## config.mk

```make
export PLATFORM = sky130hd
export DESIGN_NAME = dmem_arbiter_flat
export DESIGN_NICKNAME = d
export VERILOG_FILES = /design/src/rtl/dmem_arb_pkg.sv /design/src/rtl/dmem_arbiter_if.sv /design/src/rtl/dmem_arb_rr.sv /design/src/rtl/dmem_arbiter.sv /design/src/flat_wrapper.sv
export SDC_FILE = /design/constraint.sdc
export NUM_CORES = 1
export LEC_CHECK = 0
export ABC_CLOCK_PERIOD_IN_PS = 2710
export BUFFER_PORTS_ARGS = -buffer_cell sky130_fd_sc_hd__buf_4
export CAP_MARGIN = 0
export CORE_AREA = 2 2 116 118
export CTS_CLUSTER_DIAMETER = 60
export CTS_CLUSTER_SIZE = 16
export DETAILED_ROUTE_END_ITERATION = 8
export DIE_AREA = 0 0 118 120
export PLACE_DENSITY = 0.9
export SETUP_SLACK_MARGIN = 0.1
export SYNTH_ARGS = -nofsm -noshare
export SYNTH_HDL_FRONTEND = slang
export SYNTH_SLANG_ARGS = --single-unit
```

## constraint.sdc

```tcl
create_clock -name clk -period 2.71 [get_ports clk]
set_input_delay 0.542 -clock clk [delete_from_list [all_inputs] [get_ports clk]]
set_output_delay 0.542 -clock clk [all_outputs]
set_load 0.03 [all_outputs]
```

## src/rtl/dmem_arb_pkg.sv

```systemverilog
// Shared types and constants for the two-port data-memory arbiter.
// Holds the FSM state encoding, the word-alignment mask and the default memory size.
package dmem_arb_pkg;

  typedef enum logic [1:0] {
    IDLE   = 2'd0,
    ACCESS = 2'd1,
    RESP   = 2'd2
  } state_t;

  localparam logic [31:0] WORD_ALIGN_MASK   = 32'h0000_0003;
  localparam int          DEFAULT_MEM_BYTES = 65536;

endpackage

```

## src/rtl/dmem_arbiter_if.sv

```systemverilog
// Bundle of requester-side and memory-side signals for dmem_arbiter.
// The slave modport is the arbiter's view; master is the requesters plus the memory.
interface dmem_arbiter_if;

  logic        req0, req1;
  logic        we0, we1;
  logic [31:0] adr0, adr1;
  logic [31:0] wdata0, wdata1;
  logic        ack0, ack1;
  logic [31:0] rdata0, rdata1;
  logic        err0, err1;
  logic        busy;
  logic [31:0] mem_adr;
  logic [31:0] mem_d_in;
  logic        mem_mrd;
  logic        mem_mwr;
  logic [31:0] mem_d_out;

  modport slave (
    input  req0, req1, we0, we1, adr0, adr1, wdata0, wdata1, mem_d_out,
    output ack0, ack1, rdata0, rdata1, err0, err1, busy,
           mem_adr, mem_d_in, mem_mrd, mem_mwr
  );

  modport master (
    output req0, req1, we0, we1, adr0, adr1, wdata0, wdata1, mem_d_out,
    input  ack0, ack1, rdata0, rdata1, err0, err1, busy,
           mem_adr, mem_d_in, mem_mrd, mem_mwr
  );

endinterface

```

## src/rtl/dmem_arb_rr.sv

```systemverilog
// Two-way round-robin pick: on a tie the port not granted last wins,
// otherwise the single requesting port wins.
module dmem_arb_rr (
  input  logic req0,
  input  logic req1,
  input  logic last_grant,
  output logic grant_valid,
  output logic grant_idx
);

  always_comb begin
    grant_valid = req0 | req1;
    grant_idx   = 1'b0;
    if (req0 && req1) begin
      grant_idx = ~last_grant;
    end else if (req1) begin
      grant_idx = 1'b1;
    end
  end

endmodule

```

## src/rtl/dmem_arbiter.sv

```systemverilog
// Arbitrates two requesters onto one single-cycle data memory.
// IDLE samples and registers the winner, ACCESS drives the memory, RESP issues the ack.
module dmem_arbiter
  import dmem_arb_pkg::*;
#(
  parameter int MEM_BYTES = DEFAULT_MEM_BYTES
) (
  input logic            clk,
  input logic            rst,
  dmem_arbiter_if.slave  bus
);

  localparam logic [31:0] MAX_ADR = 32'(MEM_BYTES - 4);

  state_t      state_q, state_d;
  logic        last_grant;
  logic        grant_valid, grant_idx;
  logic        sel_we, sel_legal;
  logic [31:0] sel_adr, sel_wdata;

  logic        r_we, r_port, r_bad;
  logic [31:0] r_adr, r_wdata;

  logic        ack0, ack1, err0, err1;
  logic [31:0] rdata0, rdata1;

  dmem_arb_rr u_rr (
    .req0        (bus.req0),
    .req1        (bus.req1),
    .last_grant  (last_grant),
    .grant_valid (grant_valid),
    .grant_idx   (grant_idx)
  );

  assign sel_we    = grant_idx ? bus.we1    : bus.we0;
  assign sel_adr   = grant_idx ? bus.adr1   : bus.adr0;
  assign sel_wdata = grant_idx ? bus.wdata1 : bus.wdata0;
  assign sel_legal = ((sel_adr & WORD_ALIGN_MASK) == 32'h0) && (sel_adr <= MAX_ADR);

  // NOTE: sequential state is updated only with non-blocking assignments so every
  // register samples pre-edge values regardless of process ordering.
  always_ff @(posedge clk) begin
    if (!rst) begin
      state_q <= IDLE;
    end else begin
      state_q <= state_d;
    end
  end

  // NOTE: every output of this block is given a default before the case statement;
  // a path that leaves one unassigned would infer a latch.
  always_comb begin
    state_d      = state_q;
    bus.busy     = (state_q != IDLE);
    bus.mem_adr  = 32'h0;
    bus.mem_d_in = 32'h0;
    bus.mem_mrd  = 1'b0;
    bus.mem_mwr  = 1'b0;
    unique case (state_q)
      IDLE: begin
        if (grant_valid) begin
          state_d = sel_legal ? ACCESS : RESP;
        end
      end
      ACCESS: begin
        state_d      = RESP;
        bus.mem_adr  = r_adr;
        bus.mem_d_in = r_wdata;
        bus.mem_mwr  = r_we;
        bus.mem_mrd  = ~r_we;
      end
      RESP: begin
        state_d = IDLE;
      end
      default: begin
        state_d = IDLE;
      end
    endcase
  end

  // Request capture, read-data capture and the one-cycle ack/err pulses.
  always_ff @(posedge clk) begin
    if (!rst) begin
      last_grant <= 1'b1;
      r_we       <= 1'b0;
      r_port     <= 1'b0;
      r_bad      <= 1'b0;
      r_adr      <= 32'h0;
      r_wdata    <= 32'h0;
      ack0       <= 1'b0;
      ack1       <= 1'b0;
      err0       <= 1'b0;
      err1       <= 1'b0;
      rdata0     <= 32'h0;
      rdata1     <= 32'h0;
    end else begin
      ack0 <= 1'b0;
      ack1 <= 1'b0;
      err0 <= 1'b0;
      err1 <= 1'b0;
      unique case (state_q)
        IDLE: begin
          if (grant_valid) begin
            r_we       <= sel_we;
            r_adr      <= sel_adr;
            r_wdata    <= sel_wdata;
            r_port     <= grant_idx;
            r_bad      <= ~sel_legal;
            last_grant <= grant_idx;
          end
        end
        ACCESS: begin
          if (!r_we) begin
            if (r_port) rdata1 <= bus.mem_d_out;
            else        rdata0 <= bus.mem_d_out;
          end
        end
        RESP: begin
          // An illegal request never reached memory, so its read data is forced to 0.
          if (r_port) begin
            ack1 <= 1'b1;
            err1 <= r_bad;
            if (r_bad) rdata1 <= 32'h0;
          end else begin
            ack0 <= 1'b1;
            err0 <= r_bad;
            if (r_bad) rdata0 <= 32'h0;
          end
        end
        default: ;
      endcase
    end
  end

  assign bus.ack0   = ack0;
  assign bus.ack1   = ack1;
  assign bus.err0   = err0;
  assign bus.err1   = err1;
  assign bus.rdata0 = rdata0;
  assign bus.rdata1 = rdata1;

endmodule

```

## src/flat_wrapper.sv

```systemverilog
// flat-port wrapper written by rule: the top's interface ports become plain ports
module dmem_arbiter_flat import dmem_arb_pkg::*;
#(
  parameter int MEM_BYTES = DEFAULT_MEM_BYTES
)
  (clk, rst, bus_req0, bus_req1, bus_we0, bus_we1, bus_adr0, bus_adr1, bus_wdata0, bus_wdata1, bus_mem_d_out, bus_ack0, bus_ack1, bus_rdata0, bus_rdata1, bus_err0, bus_err1, bus_busy, bus_mem_adr, bus_mem_d_in, bus_mem_mrd, bus_mem_mwr);
  dmem_arbiter_if bus_i ();
  input logic clk;
  input logic rst;
  input wire logic [$bits(bus_i.req0)-1:0] bus_req0;
  input wire logic [$bits(bus_i.req1)-1:0] bus_req1;
  input wire logic [$bits(bus_i.we0)-1:0] bus_we0;
  input wire logic [$bits(bus_i.we1)-1:0] bus_we1;
  input wire logic [$bits(bus_i.adr0)-1:0] bus_adr0;
  input wire logic [$bits(bus_i.adr1)-1:0] bus_adr1;
  input wire logic [$bits(bus_i.wdata0)-1:0] bus_wdata0;
  input wire logic [$bits(bus_i.wdata1)-1:0] bus_wdata1;
  input wire logic [$bits(bus_i.mem_d_out)-1:0] bus_mem_d_out;
  output wire logic [$bits(bus_i.ack0)-1:0] bus_ack0;
  output wire logic [$bits(bus_i.ack1)-1:0] bus_ack1;
  output wire logic [$bits(bus_i.rdata0)-1:0] bus_rdata0;
  output wire logic [$bits(bus_i.rdata1)-1:0] bus_rdata1;
  output wire logic [$bits(bus_i.err0)-1:0] bus_err0;
  output wire logic [$bits(bus_i.err1)-1:0] bus_err1;
  output wire logic [$bits(bus_i.busy)-1:0] bus_busy;
  output wire logic [$bits(bus_i.mem_adr)-1:0] bus_mem_adr;
  output wire logic [$bits(bus_i.mem_d_in)-1:0] bus_mem_d_in;
  output wire logic [$bits(bus_i.mem_mrd)-1:0] bus_mem_mrd;
  output wire logic [$bits(bus_i.mem_mwr)-1:0] bus_mem_mwr;
  assign bus_i.req0 = bus_req0;
  assign bus_i.req1 = bus_req1;
  assign bus_i.we0 = bus_we0;
  assign bus_i.we1 = bus_we1;
  assign bus_i.adr0 = bus_adr0;
  assign bus_i.adr1 = bus_adr1;
  assign bus_i.wdata0 = bus_wdata0;
  assign bus_i.wdata1 = bus_wdata1;
  assign bus_i.mem_d_out = bus_mem_d_out;
  assign bus_ack0 = bus_i.ack0;
  assign bus_ack1 = bus_i.ack1;
  assign bus_rdata0 = bus_i.rdata0;
  assign bus_rdata1 = bus_i.rdata1;
  assign bus_err0 = bus_i.err0;
  assign bus_err1 = bus_i.err1;
  assign bus_busy = bus_i.busy;
  assign bus_mem_adr = bus_i.mem_adr;
  assign bus_mem_d_in = bus_i.mem_d_in;
  assign bus_mem_mrd = bus_i.mem_mrd;
  assign bus_mem_mwr = bus_i.mem_mwr;
  dmem_arbiter #(.MEM_BYTES(MEM_BYTES)) u_core (.clk(clk), .rst(rst), .bus(bus_i));
endmodule
```

==> results_dict.tcl <==
set metrics [dict create \
    status "complete, no violations" \
    clock-skew-final_ns 0.00548 \
    hpwl_um 13000 \
    drive_above_1_share_pct 34.2 \
    dpl_cell_area_sq_um 8850 \
    yosys.area.top_type "dfxtp_1" \
    synth_area_leaders "dfxtp_1, and2_1, mux2i_1, o211a_1, nand2_1" \
    drt-vias-per-instance 5.09 \
    power_density_nw_per_um2 610 \
    crit_type "reg2out" \
    drtAntennaViolNets 0 \
    cp_common_cell "buf_4" \
    worstSkewPairLatency_ns 0.41 \
    worstReg2RegEnd "u_core.r_wdata[30]$_SDFFE_PN0P_" \
    synth_edf_count 0 \
    ios 301 \
    cts_setup_buffers 0 \
    final_net_count 1172 \
    max_freq_mhz 435 \
    worst_pin_slew_ns 0.557 \
    avgSynthCellArea_sq_um 8.84 \
    critPathArrivalTime_ns 1.75 \
    htreeDepth 4 \
    cts_hold_buf 0 \
    hold_violations 0 \
    slowest_delay_ns 0.33 \
    cts_root_buf "clkbuf_16" \
    overflow 0 \
    vias 6062 \
    p_leak_nw 4.87 \
    synth-async-reset-ratio_pct 0 \
    fin_crit_sh_pct 84.7 \
    die_x_um 118 \
    cts.repair.resized 0 \
    syn-num-nets 900 \
    setup_viol 0 \
    hold-path-endpoint "u_core.state_q[0]$_SDFFE_PN0P_" \
    fp.dieArea_sq_um 14200 \
    start_util_pct 49.8 \
    ys.flop_type "dfxtp_1" \
    synth_cell_types 31 \
    cp.buffers_inverters 3 \
    port_buffers 300 \
    insertedDiodeCount 0 \
    cts.sinks 138 \
    cp.required_ns 2.17 \
    final_common_cell "buf_4" \
    critPathSlowestCell "buf_4" \
    die_y_um 120 \
    hp-start "bus_req1" \
    netlist_area_sq_um 6460 \
    final_cell_area_sq_um 9390 \
    grt_usage_pct 25.7 \
    ir_drop_v 0.000324 \
    cts_buffers 17 \
    critPathCaptureType "output pin" \
    holdCritPathClass "in2reg" \
    hold_depth 3 \
    clkTransAtPathRegs_ns 0.06 \
    max_slew_margin_pct 62.9 \
    cp_max_fo 40 \
    dr.pass1.iters 4 \
    routabilityCongestion 0.855 \
    ys_warn_count 0 \
    drc 0 \
    yosysSeqAreaShare_pct 42.7 \
    core_sq_um 13000 \
    syn_inst 731 \
    wl_per_cell_um 15.4 \
    drt_iter0_markers 407 \
    final_cell_mix "buf_4, dfxtp_1, nand2_1" \
    setup_tns_ns 0 \
    drt-total-wl_um 18300 \
    final_max_slew_viol_count 0 \
    antenna_found_initial 0 \
    cap_violations 0 \
    ff2ff_setup_slack_ns 0.77 \
    synth_top_area_share_pct 42.7 \
    syn_to_final_growth_pct 45.3 \
    path_delay_family "buffers and inverters" \
    rows 42 \
    grt_start_max_net_pins 95 \
    cp-start-kind "flip-flop" \
    synth-seq-cells 138 \
    r2r_cells 7 \
    grt_pass1_vias 5870 \
    regToRegStartpoint "u_core.state_q[0]$_SDFFE_PN0P_" \
    path_cells "inv_1 -> ha_2 -> buf_4 -> and2_1 -> buf_4" \
    cts_tree "done" \
    grt_pass1_wl_um 29100 \
    min_period_ns 2.30 \
    rsz0062_at_grt "false" \
    cts_buffer_depth 2 \
]
-- where the power goes --
part | leakage (nW) | switching (mW) | internal [mW] | total (mW)
Clock | 0.264 | 0.832 | 1.30 | 2.13
Sequential | 1.14 | 0.0999 | 2.23 | 2.33
Combinational | 3.47 | 0.687 | 0.576 | 1.26
Total | 4.87 | 1.62 | 4.11 | 5.73
-- layout make-up --
| cell class | instances | area, sq um |
|---|---|---|
| clock buffers | 24 | 472 |
| clock inverters | 8 | 70.1 |
| fillers | 969 | 3590 |
| inverters | 4 | 15.0 |
| multi-input cells | 530 | 3450 |
| flip-flops and latches | 138 | 2760 |
| well taps | 176 | 220 |
| repair buffers | 312 | 2400 |
-- worst max path at each step --
stage / startpoint / cells past startpoint / end / slack (ns)
5_1_grt: u_core.state_q[1]$_SDFFE_PN0P_ / 5 / bus_mem_adr[27] / 0.27
3_5_place_dp: bus_req0 / 6 / u_core.r_adr[14]$_SDFFE_PN0P_ / 0.70
2_1_floorplan: u_core.state_q[1]$_SDFFE_PN0P_ / 5 / bus_mem_adr[10] / 0.78
3_3_place_gp: bus_req0 / 6 / u_core.r_adr[14]$_SDFFE_PN0P_ / 0.73
4_1_cts: u_core.state_q[1]$_SDFFE_PN0P_ / 5 / bus_mem_adr[12] / 0.36
6_report: u_core.state_q[1]$_SDFFE_PN0P_ / 5 / bus_mem_d_in[10] / 0.41
-- registers in the layout, indices dropped and copies added (netlist names) --
| signal | cells |
|---|---|
| u_core.r_adr | 32 |
| u_core.bus.err0 | 1 |
| u_core.bus.rdata1 | 32 |
| u_core.bus.err1 | 1 |
| u_core.r_wdata | 32 |
| u_core.bus.ack1 | 1 |
| u_core.last_grant | 1 |
| u_core.r_we | 1 |
| u_core.bus.ack0 | 1 |
| u_core.state_q | 2 |
| u_core.r_bad | 1 |
| u_core.r_port | 1 |
| u_core.bus.rdata0 | 32 |
-- Yosys cell counts (all sizes together) (4+ instances only) --
library cell  instances
dfxtp               138
nand2               133
and2                130
o21ai                66
mux2i                65
o211a                65
clkbuf               33
nand2b               33
buf                  26
nor2                  7
nor4                  7
inv                   4
-- per-stage QoR --
step	power (mW)	hold slack [ns]	utilization (%)	setup WS [ns]	std cells
after floorplan	3.13	0.458	-	0.781	731
after global placement	3.59	0.471	68.2	0.728	1160
after detailed placement	3.63	0.478	68.2	0.702	1160
after CTS	5.77	0.425	72.4	0.360	1192
after global routing	6.00	0.452	72.4	0.271	1192
final	5.73	0.445	72.4	0.413	1192
-- routing by layer --
layer / up-vias / GRT usage, % / routed length (um)
li1: 3020 / - / -
met1: 2783 / 29.3 / 7250
met2: 230 / 45.6 / 9450
met3: 29 / 7.13 / 1230
met4: 0 / 10.1 / 405
met5: - / 0 / 0
-- cells by family (layout without fill, tap and decap cells) --
group	Yosys count	in the layout	share of synthesized area, %
buffers and inverters	63	348	4.36
and+or+nand+nor	321	321	25.8
DFF	138	138	42.7
adders and majority gates	3	3	0.581
muxes	65	65	10.1
AOI/OAI and AO/OA	141	141	16.4
-- worst register-to-register path: cells and delay by family, from the launching register on --
| kind | cells | cell delay, ns |
|---|---|---|
| AOI/OAI and AO/OA | 1 | 0.15 |
| adders and majority gates | 1 | 0.29 |
| buffers and inverters | 3 | 0.54 |
| DFF | 1 | 0.33 |
| and+or+nand+nor | 2 | 0.52 |
Power figures use the tool's default switching activity.
